## src/rtl/fsm_stim_pkg.sv

```systemverilog
// Shared types and constants for the stimulus sequencer and its trace block.
package fsm_stim_pkg;

    localparam int unsigned DefaultLen = 8;

    typedef logic [1:0] state_t;

    localparam state_t StIdle  = 2'd0;
    localparam state_t StRun   = 2'd1;
    localparam state_t StFlush = 2'd2;
    localparam state_t StDone  = 2'd3;

    // Machine state encodings {A,B}
    localparam logic [1:0] S00 = 2'b00;
    localparam logic [1:0] S01 = 2'b01;
    localparam logic [1:0] S10 = 2'b10;
    localparam logic [1:0] S11 = 2'b11;

endpackage

```

## src/rtl/fsm_stim_sequencer_if.sv

```systemverilog
// Host/machine-facing bundle of the stimulus sequencer.
interface fsm_stim_sequencer_if import fsm_stim_pkg::*; #(
    parameter int unsigned LEN = DefaultLen,
    parameter int unsigned CW  = $clog2(LEN + 1)
);
    logic                 start;
    logic                 abort;
    logic [LEN-1:0]       pattern;
    logic [CW-1:0]        len;
    logic [1:0]           target;
    logic [1:0]           st_in;
    logic                 x_out;
    logic                 busy;
    logic                 done;
    logic [2*LEN-1:0]     trace;
    logic [CW-1:0]        hit_count;

    modport master (
        output start, abort, pattern, len, target, st_in,
        input  x_out, busy, done, trace, hit_count
    );

    modport slave (
        input  start, abort, pattern, len, target, st_in,
        output x_out, busy, done, trace, hit_count
    );
endinterface

```

## src/rtl/fsm_stim_trace.sv

```systemverilog
// Trace slot storage plus target comparator and saturating hit counter.
module fsm_stim_trace import fsm_stim_pkg::*; #(
    parameter int unsigned LEN = DefaultLen,
    parameter int unsigned CW  = $clog2(LEN + 1)
) (
    input  logic               clk,
    input  logic               res,
    input  logic               clear,
    input  logic               wr_en,
    input  logic [CW-1:0]      wr_idx,
    input  logic [1:0]         wr_val,
    input  logic [1:0]         target,
    output logic [2*LEN-1:0]   trace,
    output logic [CW-1:0]      hit_count
);
    logic [2*LEN-1:0] trace_q, trace_d;
    logic [CW-1:0]    hit_q, hit_d;

    always_comb begin
        trace_d = trace_q;
        hit_d   = hit_q;
        for (int i = 0; i < int'(LEN); i++) begin
            if (wr_en && wr_idx == CW'(i)) trace_d[2*i +: 2] = wr_val;
        end
        if (wr_en && wr_val == target && hit_q < CW'(LEN)) hit_d = hit_q + CW'(1);
        if (clear) begin
            trace_d = '0;
            hit_d   = '0;
        end
    end

    always_ff @(posedge clk or negedge res) begin
        if (!res) begin
            trace_q <= '0;
            hit_q   <= '0;
        end else begin
            trace_q <= trace_d;
            hit_q   <= hit_d;
        end
    end

    assign trace     = trace_q;
    assign hit_count = hit_q;
endmodule

```

## src/rtl/fsm_stim_sequencer.sv

```systemverilog
// Shifts a programmed x pattern into the two-flop machine and records its state trace.
module fsm_stim_sequencer import fsm_stim_pkg::*; #(
    parameter int unsigned LEN = DefaultLen,
    parameter int unsigned CW  = $clog2(LEN + 1)
) (
    input  logic                 clk,
    input  logic                 res,
    fsm_stim_sequencer_if.slave  bus
);
    state_t           state_q, state_d;
    logic [LEN-1:0]   pat_q, pat_d;
    logic [CW-1:0]    len_q, len_d;
    logic [1:0]       tgt_q, tgt_d;
    logic [CW-1:0]    step_q, step_d;
    logic [CW-1:0]    len_clamped;
    logic [LEN-1:0]   pat_sh;
    logic             clear;
    logic             wr_en;
    logic [CW-1:0]    wr_idx;

    assign len_clamped = (bus.len > CW'(LEN)) ? CW'(LEN) : bus.len;
    assign pat_sh      = pat_q >> step_q;

    always_comb begin
        state_d = state_q;
        pat_d   = pat_q;
        len_d   = len_q;
        tgt_d   = tgt_q;
        step_d  = step_q;
        clear   = 1'b0;
        wr_en   = 1'b0;
        wr_idx  = '0;
        case (state_q)
            StIdle: begin
                if (bus.start) begin
                    pat_d   = bus.pattern;
                    len_d   = len_clamped;
                    tgt_d   = bus.target;
                    step_d  = '0;
                    clear   = 1'b1;
                    state_d = (len_clamped == '0) ? StDone : StRun;
                end
            end
            StRun: begin
                // st_in lags x by one cycle, so step k records the result of step k-1
                if (step_q != '0) begin
                    wr_en  = 1'b1;
                    wr_idx = step_q - CW'(1);
                end
                if (bus.abort) begin
                    state_d = StIdle;
                end else if (step_q == len_q - CW'(1)) begin
                    state_d = StFlush;
                end else begin
                    step_d = step_q + CW'(1);
                end
            end
            StFlush: begin
                wr_en   = 1'b1;
                wr_idx  = len_q - CW'(1);
                state_d = bus.abort ? StIdle : StDone;
            end
            default: state_d = StIdle;
        endcase
    end

    always_ff @(posedge clk or negedge res) begin
        if (!res) begin
            state_q <= StIdle;
            pat_q   <= '0;
            len_q   <= '0;
            tgt_q   <= '0;
            step_q  <= '0;
        end else begin
            state_q <= state_d;
            pat_q   <= pat_d;
            len_q   <= len_d;
            tgt_q   <= tgt_d;
            step_q  <= step_d;
        end
    end

    assign bus.x_out = (state_q == StRun) ? pat_sh[0] : 1'b0;
    assign bus.busy  = (state_q == StRun) || (state_q == StFlush);
    assign bus.done  = (state_q == StDone);

    fsm_stim_trace #(
        .LEN (LEN),
        .CW  (CW)
    ) u_trace (
        .clk       (clk),
        .res       (res),
        .clear     (clear),
        .wr_en     (wr_en),
        .wr_idx    (wr_idx),
        .wr_val    (bus.st_in),
        .target    (tgt_q),
        .trace     (bus.trace),
        .hit_count (bus.hit_count)
    );
endmodule
```

## src/flat_wrapper.sv

```systemverilog
// flat-port wrapper written by rule: the top's interface ports become plain ports
module fsm_stim_sequencer_flat import fsm_stim_pkg::*;
#(
    parameter int unsigned LEN = DefaultLen,
    parameter int unsigned CW  = $clog2(LEN + 1)
)
  (clk, res, bus_start, bus_abort, bus_pattern, bus_len, bus_target, bus_st_in, bus_x_out, bus_busy, bus_done, bus_trace, bus_hit_count);
  fsm_stim_sequencer_if #(.LEN(LEN), .CW(CW)) bus_i ();
  input  logic clk;
  input  logic res;
  input wire logic [$bits(bus_i.start)-1:0] bus_start;
  input wire logic [$bits(bus_i.abort)-1:0] bus_abort;
  input wire logic [$bits(bus_i.pattern)-1:0] bus_pattern;
  input wire logic [$bits(bus_i.len)-1:0] bus_len;
  input wire logic [$bits(bus_i.target)-1:0] bus_target;
  input wire logic [$bits(bus_i.st_in)-1:0] bus_st_in;
  output wire logic [$bits(bus_i.x_out)-1:0] bus_x_out;
  output wire logic [$bits(bus_i.busy)-1:0] bus_busy;
  output wire logic [$bits(bus_i.done)-1:0] bus_done;
  output wire logic [$bits(bus_i.trace)-1:0] bus_trace;
  output wire logic [$bits(bus_i.hit_count)-1:0] bus_hit_count;
  assign bus_i.start = bus_start;
  assign bus_i.abort = bus_abort;
  assign bus_i.pattern = bus_pattern;
  assign bus_i.len = bus_len;
  assign bus_i.target = bus_target;
  assign bus_i.st_in = bus_st_in;
  assign bus_x_out = bus_i.x_out;
  assign bus_busy = bus_i.busy;
  assign bus_done = bus_i.done;
  assign bus_trace = bus_i.trace;
  assign bus_hit_count = bus_i.hit_count;
  fsm_stim_sequencer #(.LEN(LEN), .CW(CW)) u_core (.clk(clk), .res(res), .bus(bus_i));
endmodule
```

## config.mk

```make
export PLATFORM = sky130hd
export DESIGN_NAME = fsm_stim_sequencer_flat
export DESIGN_NICKNAME = d
export VERILOG_FILES = /design/src/rtl/fsm_stim_pkg.sv /design/src/rtl/fsm_stim_sequencer_if.sv /design/src/rtl/fsm_stim_trace.sv /design/src/rtl/fsm_stim_sequencer.sv /design/src/flat_wrapper.sv
export SDC_FILE = /design/constraint.sdc
export NUM_CORES = 1
export LEC_CHECK = 0
export BUFFER_PORTS_ARGS = -buffer_cell sky130_fd_sc_hd__buf_2
export CAP_MARGIN = 5
export CORE_ASPECT_RATIO = 1.4
export CORE_MARGIN = 4
export CORE_UTILIZATION = 55
export DETAILED_ROUTE_END_ITERATION = 10
export HOLD_SLACK_MARGIN = 0.12
export PLACE_DENSITY_LB_ADDON = 0.05
export SYNTH_ARGS = -nofsm -noshare
export SYNTH_HDL_FRONTEND = slang
export SYNTH_SLANG_ARGS = --single-unit
export TNS_END_PERCENT = 50
```

## constraint.sdc

```tcl
create_clock -name clk -period 3.3 [get_ports clk]
set_input_delay 0.165 -clock clk [delete_from_list [all_inputs] [get_ports clk]]
set_output_delay 0.165 -clock clk [all_outputs]
set_load 0.03 [all_outputs]
```

==> impl_metrics.ini, run 1 <==
[outcome]
run_status = finished, final reports clean

[sta]
tightest_slew_ns = 0.880
tns_ns = 0
hold_violations = 0
finClkSkew_ns = 0.00417
slew_viol_final = 0
max_freq_ghz = 0.378
setup_violations = 0
rsz0062_at_grt = false
timing.final.crit_share_pct = 80.2
final.min_clock_period_ns = 2.65
slew_headroom_pct = 41.3

[place]
dp_hpwl_mm = 3.51
placed_area_um2 = 2490
port-buffer-count = 42
place_congestion = 0.807

[synthesis]
netlist_instances = 218
ys_types = 43
yosysWarnings = 0
avgSynthCellArea_um2 = 10.4
synth_seq_cells = 40
syn_nets = 247
yosysSeqAreaShare_pct = 44.2
synthArstFlopShare_pct = 100
synth-main-ff-cell = dfrtp_1
synthesis.area_um2 = 2270
synth_edf_count = 0

[power]
power_leakage_uw = 0.00139
p_int_uw = 1330
p_seq_share_pct = 33.8
p_comb_share_pct = 51.6
ir_drop_v = 0.000548
p_clk_share_pct = 14.6
p_sw_uw = 1010
p_total_uw = 2340
switching_share_pct = 43.2
power.density_nw_per_um2 = 869

[worst_setup_path]
crit_required_ns = 3.51
crit_path_start = u_core.step_q[0]
cp-end-kind = flop
cpMaxStageDelayCell = dfrtp_1
cp.arrival_ns = 2.86
crit_path_max_incr_delay_ns = 0.61
path_cells = inv_1 > ha_1 > or3b_2 > o41ai_1 > a221oi_1 > nand2_1 > mux2i_1
cp-start-kind = flop
critPathMaxFanout = 11
path_buf_inv = 1
path_delay_family = simple AND/OR/NAND/NOR gates
reg2reg_from = u_core.step_q[0]
path_class = flop to flop

[clocking]
root_buffer = clkbuf_8
clk_pin_slew_ns = 0.08
cts_tree = done
cts_resized = 0
clockBufferDepth = 2
clock_latency_ns = 0.29
cts.sinks = 40
cts_htree_levels = 2
numCtsBuffers = 5

[layout]
diodes = 0
final_layout_size_suffix_gt1_share_pct = 26.9
area_delta_synth_final_pct = 18.8
nets = 296
postLayoutCellArea_um2 = 2690

[detailed_routing]
ant_nets = 0
viasPerCell = 5.77
dr.pass1.iters = 5
num_vias = 1795
wl_per_cell_um = 15.9
drt_iter0_markers = 73
wl_mm = 4.95
drc = 0

[global_route]
grt_pass1_vias = 1898
grt-ovfl-total = 0
grt_pass1_wl_mm = 8.84
grt_max_degree = 41
grt_usage_pct = 20.6
antenna_found_initial = 0

[die]
die_w_um = 62.3
rows = 27
dieArea_um2 = 5230
io_pins = 43
start_util_pct = 57.4
chipHeight_um = 84.0
core_um2 = 3950

[hold_path]
min_path_type = primary input to flop
worstHoldStart = bus_len[2]

[run]
maxCapViolCount = 0
cell usage after synthesis (2+ instances only):
| master | number | area, µm² |
|---|---|---|
| and3b_1 | 2 | 17.5 |
| nor4b_1 | 2 | 17.5 |
| ha_1 | 9 | 113 |
| mux4_2 | 2 | 45.0 |
| a21o_1 | 2 | 15.0 |
| dfrtp_1 | 40 | 1000 |
| mux2i_1 | 20 | 200 |
| clkbuf_1 | 11 | 41.3 |
| xor2_1 | 3 | 26.3 |
| nor2_1 | 4 | 15.0 |
| nand3_1 | 10 | 50.1 |
| a21oi_1 | 7 | 35.0 |
| nor2b_1 | 3 | 18.8 |
| inv_1 | 10 | 37.5 |
| o21ai_0 | 6 | 30.0 |
| nand2_1 | 32 | 120 |
| or3b_2 | 2 | 17.5 |
| nand2b_1 | 6 | 37.5 |
| mux2_2 | 14 | 158 |
| nor3_1 | 5 | 25.0 |
| nor3b_1 | 2 | 15.0 |
| xnor2_1 | 5 | 43.8 |
cells by family after synthesis:
group | share of synthesized area [%]
muxes | 17.8
AOI/OAI and AO/OA | 9.60
buffers and inverters | 3.81
xor gates and xnor gates | 3.09
DFF | 44.2
adders and majority gates | 4.97
and+or+nand+nor | 16.6
power groups by stage:
stage                     Combinational (µW)  Sequential [µW]  Clock, µW
after global routing                    1340              819        378
after CTS                               1210              790        352
after detailed placement                1200              800          0
after floorplan                          900              820          0
final                                   1210              792        341
after global placement                  1190              795          0
stage by stage:
stage / worst slack, ns / instances / hold WS, ns / utilization (%)
after floorplan: 0.974 / 218 / -0.131 / -
after CTS: 0.676 / 311 / 0.130 / 68.1
final: 0.654 / 311 / 0.131 / 68.1
after detailed placement: 0.708 / 292 / 0.336 / 63.0
after global placement: 0.724 / 292 / 0.339 / 63.0
after global routing: 0.491 / 311 / 0.135 / 68.1
cell type report:
| type | instances | area, µm² |
|---|---|---|
| Clock buffer | 6 | 82.6 |
| Clock inverter | 2 | 10.0 |
| Fill cell | 323 | 1260 |
| Inverter | 10 | 37.5 |
| Multi-Input combinational cell | 156 | 1180 |
| Sequential cell | 40 | 1000 |
| Tap cell | 43 | 53.8 |
| Timing Repair Buffer | 54 | 328 |
worst register-to-register path: stages, from the launching register on:
cell	delay, ns
dfrtp_1	0.61
inv_1	0.17
ha_1	0.28
or3b_2	0.48
o41ai_1	0.42
a221oi_1	0.20
nand2_1	0.20
mux2i_1	0.21
layout by cell type (no fill, tap or decap), drive strengths merged, types with 3 or more instances in the layout:
master / synthesis / final
buf: 1 / 43
xor2: 3 / 3
clkbuf: 11 / 6
nand2: 32 / 32
nand3: 10 / 10
mux2i: 20 / 20
dlygate4sd3: 0 / 11
inv: 10 / 10
ha: 9 / 9
o21ai: 6 / 6
nor3: 5 / 5
dfrtp: 40 / 40
mux2: 14 / 14
nor2: 4 / 4
xnor2: 5 / 5
nor2b: 3 / 3
nand2b: 6 / 6
a21oi: 7 / 7
worst paths after layout:
path | endpoint | slack [ns] | cells after the start
hold / removal | u_core.len_q[2] | 0.13 | 3
min in group asynchronous | u_core.state_q[0] | 0.52 | 2
setup reg to reg | u_core.u_trace.trace[0] | 0.65 | 7
max in group asynchronous | u_core.pat_q[1] | 2.22 | 2
setup / recovery | u_core.u_trace.trace[0] | 0.65 | 7
hold reg to reg | u_core.pat_q[4] | 0.51 | 1
layer usage:
metal	part of all wire (%)	track usage, %
met1	43	25.7
met2	50	34.9
met3	4.6	4.18
met4	2.2	7.34
met5	0	0
state kept, by name, indices dropped and copies added (netlist names):
| register | cells |
|---|---|
| u_core.len_q | 4 |
| u_core.pat_q | 8 |
| u_core.state_q | 2 |
| u_core.step_q | 4 |
| u_core.tgt_q | 2 |
| u_core.u_trace.hit_count | 4 |
| u_core.u_trace.trace | 16 |
timing repair:
action,4_1_cts,5_1_grt
hold buffers,11,0
buffers inserted,0,0
hold endpoints to repair,50,0
Power figures use the tool's default switching activity.
==> run 2, diff against run 1 <==
Settings changed: ABC_AREA set to 1, CORE_UTILIZATION 55 to 50.
Clock period 3.3 ns to 2.4 ns, I/O delays scaled along.
==> run 2 against run 1 <==
Via count is 15% higher. Design area is 3.2% higher. Die area is 11% higher. Critical path type unchanged. Wire length is 0.34% higher. Clock skew is 0.00071 ns lower. Largest cell class unchanged. Total power is 28% higher. Sequential share of layout area is 1.2 points lower.
==> impl_metrics.ini, run 2 <==
[worst_setup_path]
reg2reg_depth = 9
critPathMaxFanout = 10
reg2reg_from = u_core.step_q[0]
cp-start-kind = flop
cp-end-kind = flop
path_class = flop to flop
crit_required_ns = 2.58
reg2reg_setup_slack_ns = 0.38
cp.arrival_ns = 2.20
r2r-end = u_core.u_trace.trace[3]

[place]
dp_hpwl_mm = 3.72
place_congestion = 0.851
pre_cts_slack_ns = 0.378
port-buffer-count = 42
placed_area_um2 = 2560

[sta]
tightest_slew_ns = 0.876
slew_viol_final = 0
tns_ns = 0
rsz0062_at_grt = false
hold_violations = 0
finalWorstSetupSlack_ns = 0.376
timing.final.crit_share_pct = 84.3
holdWs_ns = 0.138
finClkSkew_ns = 0.00346
max_freq_ghz = 0.494
final.min_clock_period_ns = 2.02
slew_headroom_pct = 41.6
setup_violations = 0

[power]
p_sw_uw = 1410
ir_drop_v = 0.000574
p_clk_share_pct = 13.5
p_seq_share_pct = 33.7
p_comb_share_pct = 52.8
power.density_nw_per_um2 = 1080
power_leakage_uw = 0.00154
p_int_uw = 1590
switching_share_pct = 47.1

[detailed_routing]
num_vias = 2071
wl_per_cell_um = 11.8
viasPerCell = 4.93
ant_nets = 0
wl_mm = 4.96
dr.pass1.iters = 4
drt_iter0_markers = 61
drc = 0

[clocking]
clock_latency_ns = 0.28
cts_tree = done
numCtsBuffers = 5
cts_htree_levels = 2
clockBufferDepth = 2
root_buffer = clkbuf_8
cts.sinks = 40
clk_pin_slew_ns = 0.07

[layout]
area_delta_synth_final_pct = 20.1
final_layout_size_suffix_gt1_share_pct = 20.1
mostFrequentLayoutCells = 102 x nand2_1, 44 x nand3_1, 42 x buf_2
largest_reg_flops = 16
final_common_cell = nand2_1
diodes = 0
utilization_pct = 61.8
nets = 387
postLayoutCellArea_um2 = 2780

[synthesis]
yosysMostFrequentCell = nand2_1
synth_top_family_by_area = simple AND/OR/NAND/NOR gates
synth_top_cell_area_share_pct = 43.2
synth_edf_count = 0
yosysSeqAreaShare_pct = 43.2
synth_top_area_cell = dfrtp_1
synth-main-ff-cell = dfrtp_1
synthXorXnorAreaFrac_pct = 2.65
synth-compound-area-share_pct = 5.19
yosys.area_share.simple_pct = 37.7
synthMuxAreaShare_pct = 0
synth_common_cells = 102 x nand2_1, 44 x nand3_1, 40 x dfrtp_1
avgSynthCellArea_um2 = 7.74
syn_nets = 328
ys_top_cells_by_area = dfrtp_1 43%, nand2_1 17%, nand3_1 9.5%
netlist_instances = 299
ys_types = 29
yosysWarnings = 0
synthArstFlopShare_pct = 100
synth_seq_cells = 40
synthesis.area_um2 = 2310
synth_adder_area_share_pct = 4.86

[global_route]
grt_max_degree = 41
grt_pass1_vias = 1923
grt_usage_pct = 18.6
grt_pass1_wl_mm = 8.42
antenna_found_initial = 0
grt-ovfl-total = 0

[outcome]
run_status = finished, final reports clean

[hold_path]
worstHoldStart = bus_len[3]
hold_end = u_core.len_q[3]
min_path_type = primary input to flop
hold_depth = 3

[die]
core_um2 = 4500
die_w_um = 65.5
start_util_pct = 51.4
io_pins = 43
dieArea_um2 = 5800
rows = 29
chipHeight_um = 88.5

[run]
maxCapViolCount = 0
-- run 2: cell types whose count changed after synthesis, sizes merged, moves of 3 or more --
cell and change:
inv +12, clkbuf -6, nand4 +4, nand2 +79, nand2b -6, mux2i -20, nor2b -3, o21ai +4
nor3 -3, nand3 +34, nor2 +24, mux2 -14
-- run 2: worst max-delay path by stage --
| stage | startpoint | endpoint | cells past startpoint |
|---|---|---|---|
| after floorplan | u_core.step_q[0] | u_core.u_trace.trace[2] | 10 |
| after global placement | u_core.step_q[0] | u_core.u_trace.trace[2] | 9 |
| after detailed placement | u_core.step_q[0] | u_core.u_trace.trace[2] | 9 |
| after CTS | u_core.step_q[0] | u_core.u_trace.trace[2] | 9 |
| after global routing | u_core.step_q[0] | u_core.u_trace.trace[2] | 9 |
| final | u_core.step_q[0] | u_core.u_trace.trace[3] | 9 |
-- run 2: routing by layer --
metal | track usage (%) | part of all wire (%) | vias up
li1 | - | - | 1078
met1 | 21.6 | 42 | 944
met2 | 33.5 | 52 | 41
met3 | 3.68 | 3.4 | 8
met4 | 7.17 | 2.0 | 0
met5 | 0 | 0 | -
-- run 2: area by class of cell --
type                       count  area (µm²)
tap                           62        77.6
fill                         443        1720
clock inverter                 1        5.00
multi-input combinational    229        1170
timing repair buffer          58         365
clock buffer                   6        72.6
sequential                    40        1000
inverter                      24        90.1
-- run 2: per-stage QoR --
step	cells	total power, µW
6_report	420	3000
5_1_grt	420	3310
4_1_cts	420	3050
3_5_place_dp	399	2620
3_3_place_gp	399	2600
2_1_floorplan	299	2280
-- run 2: timing repair --
action / in CTS / in global routing
buffers inserted: 0 / 0
hold buffers: 14 / 0
gates resized for setup: 0 / 0
hold endpoints to repair: 53 / 0
-- run 2: cells by family after synthesis --
kind of cell	count (synthesis)
buf+inv	30
fa+ha+maj	9
flops	40
compound gates	21
xor+xnor	7
simple gates	192
-- run 2: power groups by stage --
stage / clock network (µW) / logic [µW] / registers (µW)
after global routing: 449 / 1810 / 1040
after CTS: 424 / 1610 / 1010
after detailed placement: 0 / 1590 / 1030
after global placement: 0 / 1570 / 1020
final: 406 / 1580 / 1010
after floorplan: 0 / 1220 / 1060
-- run 2: worst max-delay path, cell delays in order (launching register included) --
cell and delay [ns]:
dfrtp_1 0.52, inv_2 0.14, ha_1 0.27, or2_2 0.30, nand3_1 0.12, nand2_4 0.08, nor2_2 0.21, nand3_1 0.13
nand3_1 0.09, nand2_1 0.05
==> run 3, diff against run 2 <==
Settings changed: ABC_AREA 1 to 0, CORE_UTILIZATION 50 to 55.
Clock period 2.4 ns to 1.9 ns, I/O delays scaled along.
==> run 3 against run 2 <==
The flow now finishes with violations (setup timing). Worst hold slack better by 0.15 ns. Sequential cell count is the same. Largest cell class unchanged. Global-route usage rose by 4.8 points. Total power rose by 97%. Utilization is 26 points higher. First-iteration DRC count is 130% higher. Clock power is 72% higher. Die area decreased by 9.8%.
==> impl_metrics.ini, run 3 (same netlist as run 1, synthesis figures left out) <==
[outcome]
run_status = complete, but fails checks
violations = setup timing

[power]
power_leakage_uw = 0.00172
power.density_nw_per_um2 = 1710
ir_drop_v = 0.00134
p_total_uw = 5930

[place]
dp_hpwl_mm = 3.98
place_congestion = 0.820
port-buffer-count = 42
placed_area_um2 = 2810

[sta]
finalWorstSetupSlack_ns = -0.283
timing.final.crit_share_pct = 115
tns_ns = -3.85
final.min_clock_period_ns = 2.18
hold_violations = 0
setup_violations = 27
slew_viol_final = 0
rsz0062_at_grt = true
max_freq_ghz = 0.458
slew_headroom_pct = 58.5
tightest_slew_ns = 0.618
finClkSkew_ns = 0.00849

[detailed_routing]
wirelength_met1_mm = 2.66
dr.pass1.iters = 4
num_vias = 2166
wl_mm = 6.96
wl_per_cell_um = 19.0
highest_layer = met4
drt_iter0_markers = 140
viasPerCell = 5.92
drc = 0
wl_met3_um = 336
ant_nets = 0
wl_met2_mm = 3.72

[die]
chipHeight_um = 84.0
start_util_pct = 57.4
core_um2 = 3950
io_pins = 43
dieArea_um2 = 5230
die_w_um = 62.3
rows = 27

[global_route]
grt_max_degree = 38
antenna_found_initial = 0
grt_pass1_vias = 2178
grt_usage_pct = 23.5
grt_pass1_wl_mm = 10.1
grt-ovfl-total = 0

[worst_setup_path]
crit_required_ns = 2.08
crit_cells = 5
cp-end-kind = flop
path_delay_family = simple AND/OR/NAND/NOR gates
cpMaxStageDelayCell = or4_4
path_class = flop to flop
cp-start-kind = flop
reg2reg_depth = 5
critPathMaxFanout = 4
cp.arrival_ns = 2.36
path_cells = or4_4 > and3b_1 > o2111a_2 > o32ai_2 > mux2_2
crit_path_max_incr_delay_ns = 0.54
path_buf_inv = 0

[clocking]
clockBufferDepth = 2
clock_latency_ns = 0.29
clk_pin_slew_ns = 0.08
cts.sinks = 40
cts_htree_levels = 2
root_buffer = clkbuf_8
cts_tree = done
numCtsBuffers = 5

[layout]
register_area_um2 = 1000
area_delta_synth_final_pct = 52.9
utilization_pct = 87.7
final_layout_size_suffix_gt1_share_pct = 49.5
nets = 351
multi_input_area_um2 = 1450
largest_reg_flops = 16
diodes = 0
mostFrequentLayoutCells = 44 x buf_4, 41 x buf_2, 40 x dfrtp_1
fillers = 188
final_common_cell = buf_4
postLayoutCellArea_um2 = 3470

[run]
maxCapViolCount = 0

[hold_path]
hold_depth = 5
min_path_type = primary input to flop
[run 3: changes by cell type in the layout (fill, tap and decap cells not counted), sizes merged, moves of 4 or more]
cell    delta
buf       +49
inv       -12
mux2      +14
mux2i     +20
nand2     -79
nand2b     +6
nand3     -34
nand4      -4
nor2      -24
o21ai      -4
[run 3: report_power, final]
part	leakage (µW)	switching [µW]	internal (µW)
registers	0.000525	174	1120
logic	0.00114	2040	1890
clock network	0.0000541	311	389
total	0.00172	2520	3410
[run 3: metal layers]
layer	vias up	global-route usage, %
li1	975	-
met1	1082	28.0
met2	85	43.6
met3	24	3.37
met4	0	5.41
met5	-	0
[run 3: per-stage QoR]
stage,cells,worst slack [ns],hold slack (ns)
floorplan,218,-0.234,-0.201
global placement,330,-0.191,0.125
detailed placement,330,-0.226,0.127
CTS,359,-0.224,0.272
global route,366,-0.310,0.309
finish,366,-0.283,0.287
[run 3: cell type report]
type	instances	area share, %
clock inverters	3	1.23
well taps	43	1.55
inverters	10	1.15
multi-input cells	156	41.8
repair buffers	109	23.4
flip-flops and latches	40	28.9
clock buffers	5	1.98
[run 3: worst min-delay path, stage by stage]
cell and delay, ns:
buf_2 0.15, a211oi_4 0.09, nand2_2 0.08, o221ai_2 0.08, nand2_1 0.06
[run 3: timing repair]
action                                  CTS  global route
resized for setup                        31            29
hold buffers                             16             0
pin swaps                                 5            11
endpoints found under the setup margin   27            27
hold endpoints to repair                 40             0
buffers inserted                          6             9
[run 3: final timing paths]
path,from,end,slack (ns)
max,u_core.len_q[1],u_core.state_q[1],-0.28
min,bus_abort,u_core.step_q[2],0.29
max reg2reg,u_core.len_q[1],u_core.state_q[1],-0.28
min reg2reg,u_core.pat_q[2],u_core.pat_q[2],0.51
max in group asynchronous,res,u_core.u_trace.trace[14],1.00
min in group asynchronous,res,u_core.step_q[3],0.33
